## src/rtl/dmx_receiver.sv

```systemverilog
// DMX512 receiver: break/MAB detection, 250 kbaud slot framing, slot output.
// Slots are reported one per pulse with index and data held between pulses.
module dmx_receiver #(
  parameter int CLKS_PER_BIT   = 48,
  parameter int BREAK_MIN_CLKS = 1056,
  parameter int MAB_MIN_CLKS   = 96,
  parameter int NUM_SLOTS      = 513
) (
  input  logic       CLK12,
  input  logic       reset,
  input  logic       dmx_rx,
  output logic       slot_valid,
  output logic [9:0] slot_index,
  output logic [7:0] slot_data,
  output logic       packet_start,
  output logic       packet_error
);

  localparam logic [2:0] S_WAIT_BREAK = 3'd0;
  localparam logic [2:0] S_MAB        = 3'd1;
  localparam logic [2:0] S_IDLE       = 3'd2;
  localparam logic [2:0] S_START      = 3'd3;
  localparam logic [2:0] S_DATA       = 3'd4;
  localparam logic [2:0] S_STOP       = 3'd5;

  localparam int HALF = CLKS_PER_BIT / 2;
  localparam int CMAX = (MAB_MIN_CLKS > CLKS_PER_BIT) ?
                        MAB_MIN_CLKS : CLKS_PER_BIT;
  localparam int CW   = $clog2(CMAX + 1);
  localparam int LW   = $clog2(BREAK_MIN_CLKS + 1);

  logic          rx_m, rx_s, rx_d;
  logic [LW-1:0] low_count;
  logic [2:0]    state;
  logic [CW-1:0] cnt;
  logic [2:0]    bit_cnt;
  logic          stop2;
  logic [7:0]    shreg;
  logic [9:0]    idx;

  logic rise, fall, brk, tick_half, tick_bit;

  assign rise      = rx_s & ~rx_d;
  assign fall      = ~rx_s & rx_d;
  assign brk       = rise && (low_count == LW'(BREAK_MIN_CLKS));
  assign tick_half = (cnt == CW'(HALF));
  assign tick_bit  = (cnt == CW'(CLKS_PER_BIT));

  always_ff @(posedge CLK12) begin
    if (reset) begin
      rx_m <= 1'b1;
      rx_s <= 1'b1;
      rx_d <= 1'b1;
    end else begin
      rx_m <= dmx_rx;
      rx_s <= rx_m;
      rx_d <= rx_s;
    end
  end

  always_ff @(posedge CLK12) begin
    if (reset)
      low_count <= '0;
    else if (rx_s)
      low_count <= '0;
    else if (low_count != LW'(BREAK_MIN_CLKS))
      low_count <= low_count + 1'b1;
  end

  always_ff @(posedge CLK12) begin
    if (reset) begin
      state        <= S_WAIT_BREAK;
      cnt          <= '0;
      bit_cnt      <= '0;
      stop2        <= 1'b0;
      shreg        <= '0;
      idx          <= '0;
      slot_valid   <= 1'b0;
      slot_index   <= '0;
      slot_data    <= '0;
      packet_start <= 1'b0;
      packet_error <= 1'b0;
    end else begin
      slot_valid   <= 1'b0;
      packet_start <= 1'b0;
      packet_error <= 1'b0;
      // A completed break overrides whatever frame was in progress.
      if (brk) begin
        state <= S_MAB;
        cnt   <= CW'(1);
      end else begin
        case (state)
          S_MAB: begin
            if (fall) begin
              cnt <= CW'(1);
              if (cnt >= CW'(MAB_MIN_CLKS)) begin
                packet_start <= 1'b1;
                idx          <= '0;
                state        <= S_START;
              end else begin
                packet_error <= 1'b1;
                state        <= S_WAIT_BREAK;
              end
            end else if (cnt != CW'(MAB_MIN_CLKS)) begin
              cnt <= cnt + 1'b1;
            end
          end
          S_IDLE: begin
            if (fall) begin
              state <= S_START;
              cnt   <= CW'(1);
            end
          end
          S_START: begin
            if (tick_half) begin
              cnt     <= CW'(1);
              bit_cnt <= '0;
              state   <= rx_s ? S_IDLE : S_DATA;
            end else begin
              cnt <= cnt + 1'b1;
            end
          end
          S_DATA: begin
            if (tick_bit) begin
              cnt     <= CW'(1);
              shreg   <= {rx_s, shreg[7:1]};
              bit_cnt <= bit_cnt + 1'b1;
              if (bit_cnt == 3'd7) begin
                state <= S_STOP;
                stop2 <= 1'b0;
              end
            end else begin
              cnt <= cnt + 1'b1;
            end
          end
          S_STOP: begin
            if (tick_bit) begin
              cnt <= CW'(1);
              if (!rx_s) begin
                packet_error <= 1'b1;
                state        <= S_WAIT_BREAK;
              end else if (!stop2) begin
                stop2 <= 1'b1;
              end else begin
                slot_valid <= 1'b1;
                slot_data  <= shreg;
                slot_index <= idx;
                idx        <= idx + 1'b1;
                state      <= (idx == 10'(NUM_SLOTS - 1)) ?
                              S_WAIT_BREAK : S_IDLE;
              end
            end else begin
              cnt <= cnt + 1'b1;
            end
          end
          default: ;
        endcase
      end
    end
  end

endmodule

```

## config.mk

```make
export PLATFORM = sky130hd
export DESIGN_NAME = dmx_receiver
export DESIGN_NICKNAME = d
export VERILOG_FILES = /design/src/rtl/dmx_receiver.sv
export SDC_FILE = /design/constraint.sdc
export NUM_CORES = 1
export LEC_CHECK = 0
export CAP_MARGIN = 20
export CORE_MARGIN = 2
export CORE_UTILIZATION = 58
export DETAILED_ROUTE_END_ITERATION = 6
export GPL_TIMING_DRIVEN = 0
export PLACE_DENSITY = 0.86
export RECOVER_POWER = 25
export SETUP_SLACK_MARGIN = 0.15
export SLEW_MARGIN = 20
export SYNTH_ARGS = -nofsm -noshare
export SYNTH_HDL_FRONTEND = slang
export SYNTH_SLANG_ARGS = --single-unit
```

## constraint.sdc

```tcl
create_clock -name CLK12 -period 2.95 [get_ports CLK12]
set_clock_uncertainty 0.1 [all_clocks]
set_input_delay 0.295 -clock CLK12 [delete_from_list [all_inputs] [get_ports CLK12]]
set_output_delay 0.295 -clock CLK12 [all_outputs]
set_load 0.01 [all_outputs]
```

==> results.toml, run 1 <==
[cts]
cts_tree = "done"
post_cts.repair.setup_buffers = 0
clock_latency_ns = 0.35
cts_made_buffers = 9
cts_buffer_depth = 2
clock_sinks = 67
clockRootBuffer = "clkbuf_8"
cts_max_level = 3
clkSlewWorstSetupHoldPaths_ns = 0.08

[drt]
vias = 2886
ant_nets = 0
firstDrtPassIters = 5
wl_mm = 7.05
first_iter_violations = 210
wl_per_cell_um = 14.1
drcViolationCount = 0
via_per_inst = 5.76

[placement]
dp_hpwl_mm = 4.89
gp_congestion = 0.899
numPortBuffers = 23

[sta]
slew_headroom_pct = 59.8
drv_slew = 0
min_period_ns = 2.55
setup_viol = 0
hold_ws_ns = 0.313
period_share_pct = 86.5
tightest_slew_ns = 0.598
rsz0062_at_grt = "no"
timing_hold_violations_final = 0
fin_tns_setup_ns = 0
max_freq_mhz = 392

[critical_path]
critPathKind = "reg -> reg"
timing.rr.start = "cnt[0]"
cp-end-kind = "flip-flop"
regToRegSetupSlack_ns = 0.40
crit_top_cell = "buf_2"
reg2reg_depth = 9
critPathBufInv = 3
worst-endpoint-required_ns = 3.13
worstSetupStartpointType = "flip-flop"
timing.rr.end = "slot_index[5]"
cp_num_cells = 9
cp_max_fo = 10
worstPathCellList = "inv_1 > ha_1 > or3b_4 > nor4_4 > and2_1 > buf_2 > buf_2 > nand2_1 > a21oi_1"
critPathSlowestCell = "nor4_4"
critical-path-max-stage-delay_ns = 0.46
path_delay_family = "simple AND/OR/NAND/NOR gates"
critPathArrivalTime_ns = 2.74

[power]
peakVddDrop_mv = 0.376
power_density_nw_per_um2 = 557
power.leakage_nw = 1.36
power.total_w = 0.00208

[grt]
grt_pass1_vias = 2621
antenna_found_initial = 0
grt_max_degree = 12
grt_pass1_wl_mm = 11.8
grt_overflow_total = 0
grt_usage_pct = 24.2

[finish]
final_util_pct = 68.5
drive_above_1_share_pct = 7.69
final_cell_mix = "dfxtp_1, nand2_1, nor2_1"
final_common_cell = "dfxtp_1"
diodes = 0
seq_area_um2 = 1340
multiInputGateArea_um2 = 1770
area_growth_pct = 15.2
fill_cells = 450
nets = 438

[synth]
synthArstFlopShare_pct = 0
ys_types = 55
ys_warn_count = 0
syn_area_um2 = 3240
ys_seq_elements = 67
synthCells = 391
synthesis.nets = 404
synth_edf_count = 0
syn_area_per_cell_um2 = 8.28
ys.flop_type = "dfxtp_1"
yosysSeqAreaShare_pct = 41.4

[job]
maxCapViolCount = 0

[floorplan]
start_util_pct = 59.5
core_area_um2 = 5440
die_h_um = 78.7
io_pins = 24
dieArea_um2 = 6190
num_rows = 27
die_w_um = 78.7

[status]
run_status = "finished clean"

[min_path]
hold_depth = 1
hp-class = "reg -> reg"
min_to = "rx_s"
worstHoldStart = "rx_m"
-- layer usage --
metal / GRT usage [%] / wire length [um]
met5: 0 / 0
met4: 12.3 / 161
met3: 4.43 / 318
met2: 38.7 / 3230
met1: 31.4 / 3340
-- cells by family (layout without fill, tap and decap cells) --
kind of cell | after synthesis | after routing | synth area share, %
flops | 67 | 67 | 41.4
simple gates | 176 | 176 | 27.9
buf+inv | 31 | 69 | 3.90
fa+ha+maj | 10 | 10 | 3.87
xor+xnor | 16 | 16 | 4.33
compound gates | 81 | 81 | 15.5
mux | 10 | 10 | 3.13
-- repair_timing --
item	4_1_cts	5_1_grt
resized for setup	0	1
hold buffers	0	0
endpoints found under the setup margin	0	10
-- how the worst max path moves through the flow --
stage,startpoint,to
final,cnt[0],slot_index[5]
after global routing,low_count[0],slot_data[7]
after CTS,low_count[0],slot_index[1]
after detailed placement,low_count[0],slot_index[1]
after global placement,low_count[0],slot_data[7]
after floorplan,cnt[0],idx[8]
-- synthesized netlist by cell type, types with 3 or more instances --
master | number | area (um2)
dfxtp_1 | 67 | 1340
nand2_1 | 51 | 191
nor2_1 | 47 | 176
a21oi_1 | 37 | 185
clkbuf_1 | 14 | 52.6
inv_1 | 14 | 52.6
nand3_1 | 12 | 60.1
o21ai_0 | 12 | 60.1
xor2_1 | 12 | 105
ha_1 | 10 | 125
mux2i_1 | 9 | 90.1
nor3_1 | 6 | 30.0
nor4_1 | 6 | 37.5
nand3b_1 | 5 | 37.5
nand4_1 | 5 | 31.3
nor2b_1 | 5 | 31.3
o2111ai_1 | 5 | 43.8
o211ai_1 | 5 | 37.5
nand2b_1 | 4 | 25.0
or2_2 | 4 | 25.0
or3_1 | 4 | 25.0
xnor2_1 | 4 | 35.0
a211oi_1 | 3 | 22.5
a31oi_1 | 3 | 18.8
and2_1 | 3 | 18.8
and3_1 | 3 | 18.8
nor4b_1 | 3 | 26.3
o31ai_1 | 3 | 22.5
or3b_2 | 3 | 26.3
or4_1 | 3 | 22.5
-- where the power goes --
group          internal, W  switching [W]
logic             0.000160       0.000285
clock network     0.000323       0.000357
registers         0.000926      0.0000260
total              0.00141       0.000668
-- area by class of cell --
type | instances | share of cell area [%]
Clock buffer | 11 | 3.79
Buffer | 17 | 1.98
Clock inverter | 4 | 0.705
Sequential cell | 67 | 36.0
Tap cell | 72 | 2.42
Multi-Input combinational cell | 293 | 47.5
Inverter | 14 | 1.41
Timing Repair Buffer | 23 | 6.18
-- per-stage QoR --
stage / worst slack, ns / std cells / cell area [um2]
6_report: 0.399 / 501 / 3730
5_1_grt: 0.152 / 501 / 3730
4_1_cts: 0.361 / 501 / 3720
3_5_place_dp: 0.389 / 486 / 3560
3_3_place_gp: 0.426 / 486 / 3560
2_1_floorplan: 0.689 / 391 / 3240
-- flip-flops by register name (all words and copies together) (netlist names), 3 cells and up --
name / cells
low_count: 11
cnt: 7
state: 3
idx: 10
bit_cnt: 3
shreg: 8
slot_index: 10
slot_data: 8
No activity file was read; power rests on OpenSTA's default activity.
==> inputs of run 2 (changes only) <==
CORE_UTILIZATION = 60   (was 58)
CTS_BUF_LIST = sky130_fd_sc_hd__clkbuf_8   (was not set)
PLACE_DENSITY = 0.88   (was 0.86)
==> results.toml, run 2 (synthesis gave the netlist of run 1 again) <==
[status]
run_status = "finished clean"

[cts]
clock_sinks = 67
clock_latency_ns = 0.36
cts_made_buffers = 9
cts_max_level = 3
clkSlewWorstSetupHoldPaths_ns = 0.07
post_cts.repair.setup_buffers = 0
clockRootBuffer = "clkbuf_8"
cts_buffer_depth = 2
cts_tree = "done"

[grt]
antenna_found_initial = 0
grt_pass1_vias = 2829
grt_usage_pct = 26.0
grt_pass1_wl_mm = 12.5
grt_overflow_total = 0
grt_max_degree = 13

[power]
p_sw_w = 0.000689
peakVddDrop_mv = 0.519
p_int_w = 0.00167
p_seq_share_pct = 40.5
p_clk_share_pct = 40.3
switching_share_pct = 29.2
power.leakage_nw = 1.40
power_density_nw_per_um2 = 620
power_frac_comb_pct = 19.2

[floorplan]
start_util_pct = 62.6
die_h_um = 77.5
dieArea_um2 = 6000
io_pins = 24
num_rows = 26
core_area_um2 = 5170
die_w_um = 77.5

[finish]
final_cell_mix = "dfxtp_1, nand2_1, nor2_1"
nets = 438
drive_above_1_share_pct = 8.14
fill_cells = 359
reg_top3 = "low_count: 11 flops, idx: 10 flops, slot_index: 10 flops"
final_common_cell = "dfxtp_1"
area_growth_pct = 17.6
regMostFlops = "low_count"
seq_area_um2 = 1340
diodes = 0
final_area_um2 = 3810
largest_reg_flops = 11
multiInputGateArea_um2 = 1770

[critical_path]
critPathKind = "reg -> reg"
timing.rr.end = "slot_index[7]"
worstSetupStartpointType = "flip-flop"
crit_end = "slot_index[7]"
cp_max_fo = 10
cp-end-kind = "flip-flop"
timing.rr.start = "low_count[0]"
critPathArrivalTime_ns = 2.76
regToRegSetupSlack_ns = 0.37
worst-endpoint-required_ns = 3.13
startpoint = "low_count[0]"
reg2reg_depth = 8

[min_path]
hp-class = "reg -> reg"
hold_depth = 1

[sta]
max_freq_mhz = 387
setup_viol = 0
fin_tns_setup_ns = 0
drv_slew = 0
tightest_slew_ns = 0.653
rsz0062_at_grt = "no"
period_share_pct = 87.5
timing_hold_violations_final = 0
hold_ws_ns = 0.336
slew_headroom_pct = 56.1
setup_ws_ns = 0.368
min_period_ns = 2.58

[drt]
first_iter_violations = 289
vias = 2989
drcViolationCount = 0
wl_mm = 7.53
firstDrtPassIters = 5
ant_nets = 0
wl_per_cell_um = 15.1
via_per_inst = 5.98

[placement]
pre_cts_ws_ns = 0.334
numPortBuffers = 23
placed_area_um2 = 3550
gp_congestion = 0.892
dp_hpwl_mm = 5.05

[job]
maxCapViolCount = 0
-- run 2: cell types whose count changed in the layout (fill, tap and decap cells not counted) --
cell | before | now
clkbuf_1 | 15 | 14
clkinv_2 | 2 | 1
bufinv_16 | 0 | 3
-- run 2: metrics by stage --
step | total power, W | cells | util, %
detailed placement | 0.00140 | 484 | 68.7
global placement | 0.00139 | 484 | 68.7
global route | 0.00244 | 500 | 73.6
finish | 0.00236 | 500 | 73.6
floorplan | 0.00130 | 391 | -
CTS | 0.00235 | 500 | 73.5
-- run 2: worst max-delay path, stage by stage (launching register included) --
cell      delay [ns]
dfxtp_1         0.36
inv_1           0.08
ha_1            0.15
nor4b_1         0.36
nand4_1         0.48
nand2_2         0.35
clkbuf_1        0.37
nand2_1         0.11
a21oi_1         0.15
-- run 2: worst min path at each step --
stage / endpoint / from
after detailed placement: rx_s / rx_m
after global placement: rx_s / rx_m
after global routing: rx_s / rx_m
after CTS: rx_s / rx_m
after floorplan: state[2] / reset
final: rx_s / rx_m
-- run 2: power groups by stage --
| stage | combinational [W] | sequential, W | clock [W] |
|---|---|---|---|
| floorplan | 0.000340 | 0.000965 | 0 |
| global placement | 0.000419 | 0.000971 | 0 |
| detailed placement | 0.000428 | 0.000974 | 0 |
| CTS | 0.000437 | 0.000953 | 0.000959 |
| global route | 0.000490 | 0.000955 | 0.000991 |
| finish | 0.000453 | 0.000956 | 0.000952 |
-- run 2: metal layers --
layer  global-route usage [%]  wire length, um  vias to the layer above
met5                        0                0                        -
met4                     13.9              213                        0
met3                     6.40              493                       27
met2                     43.1             3630                      135
met1                     31.1             3190                     1375
li1                         -                -                     1452
-- run 2: cell type report --
class	count	area share, %
multi-input cells	293	46.5
flip-flops and latches	67	35.2
repair buffers	23	6.05
clock buffers	10	3.62
clock inverters	6	2.93
well taps	70	2.30
plain buffers	17	1.94
inverters	14	1.38
-- run 2: what timing repair did --
action	in CTS	in global routing
setup endpoints to repair	0	8
hold buffers	0	0
gates resized for setup	0	1
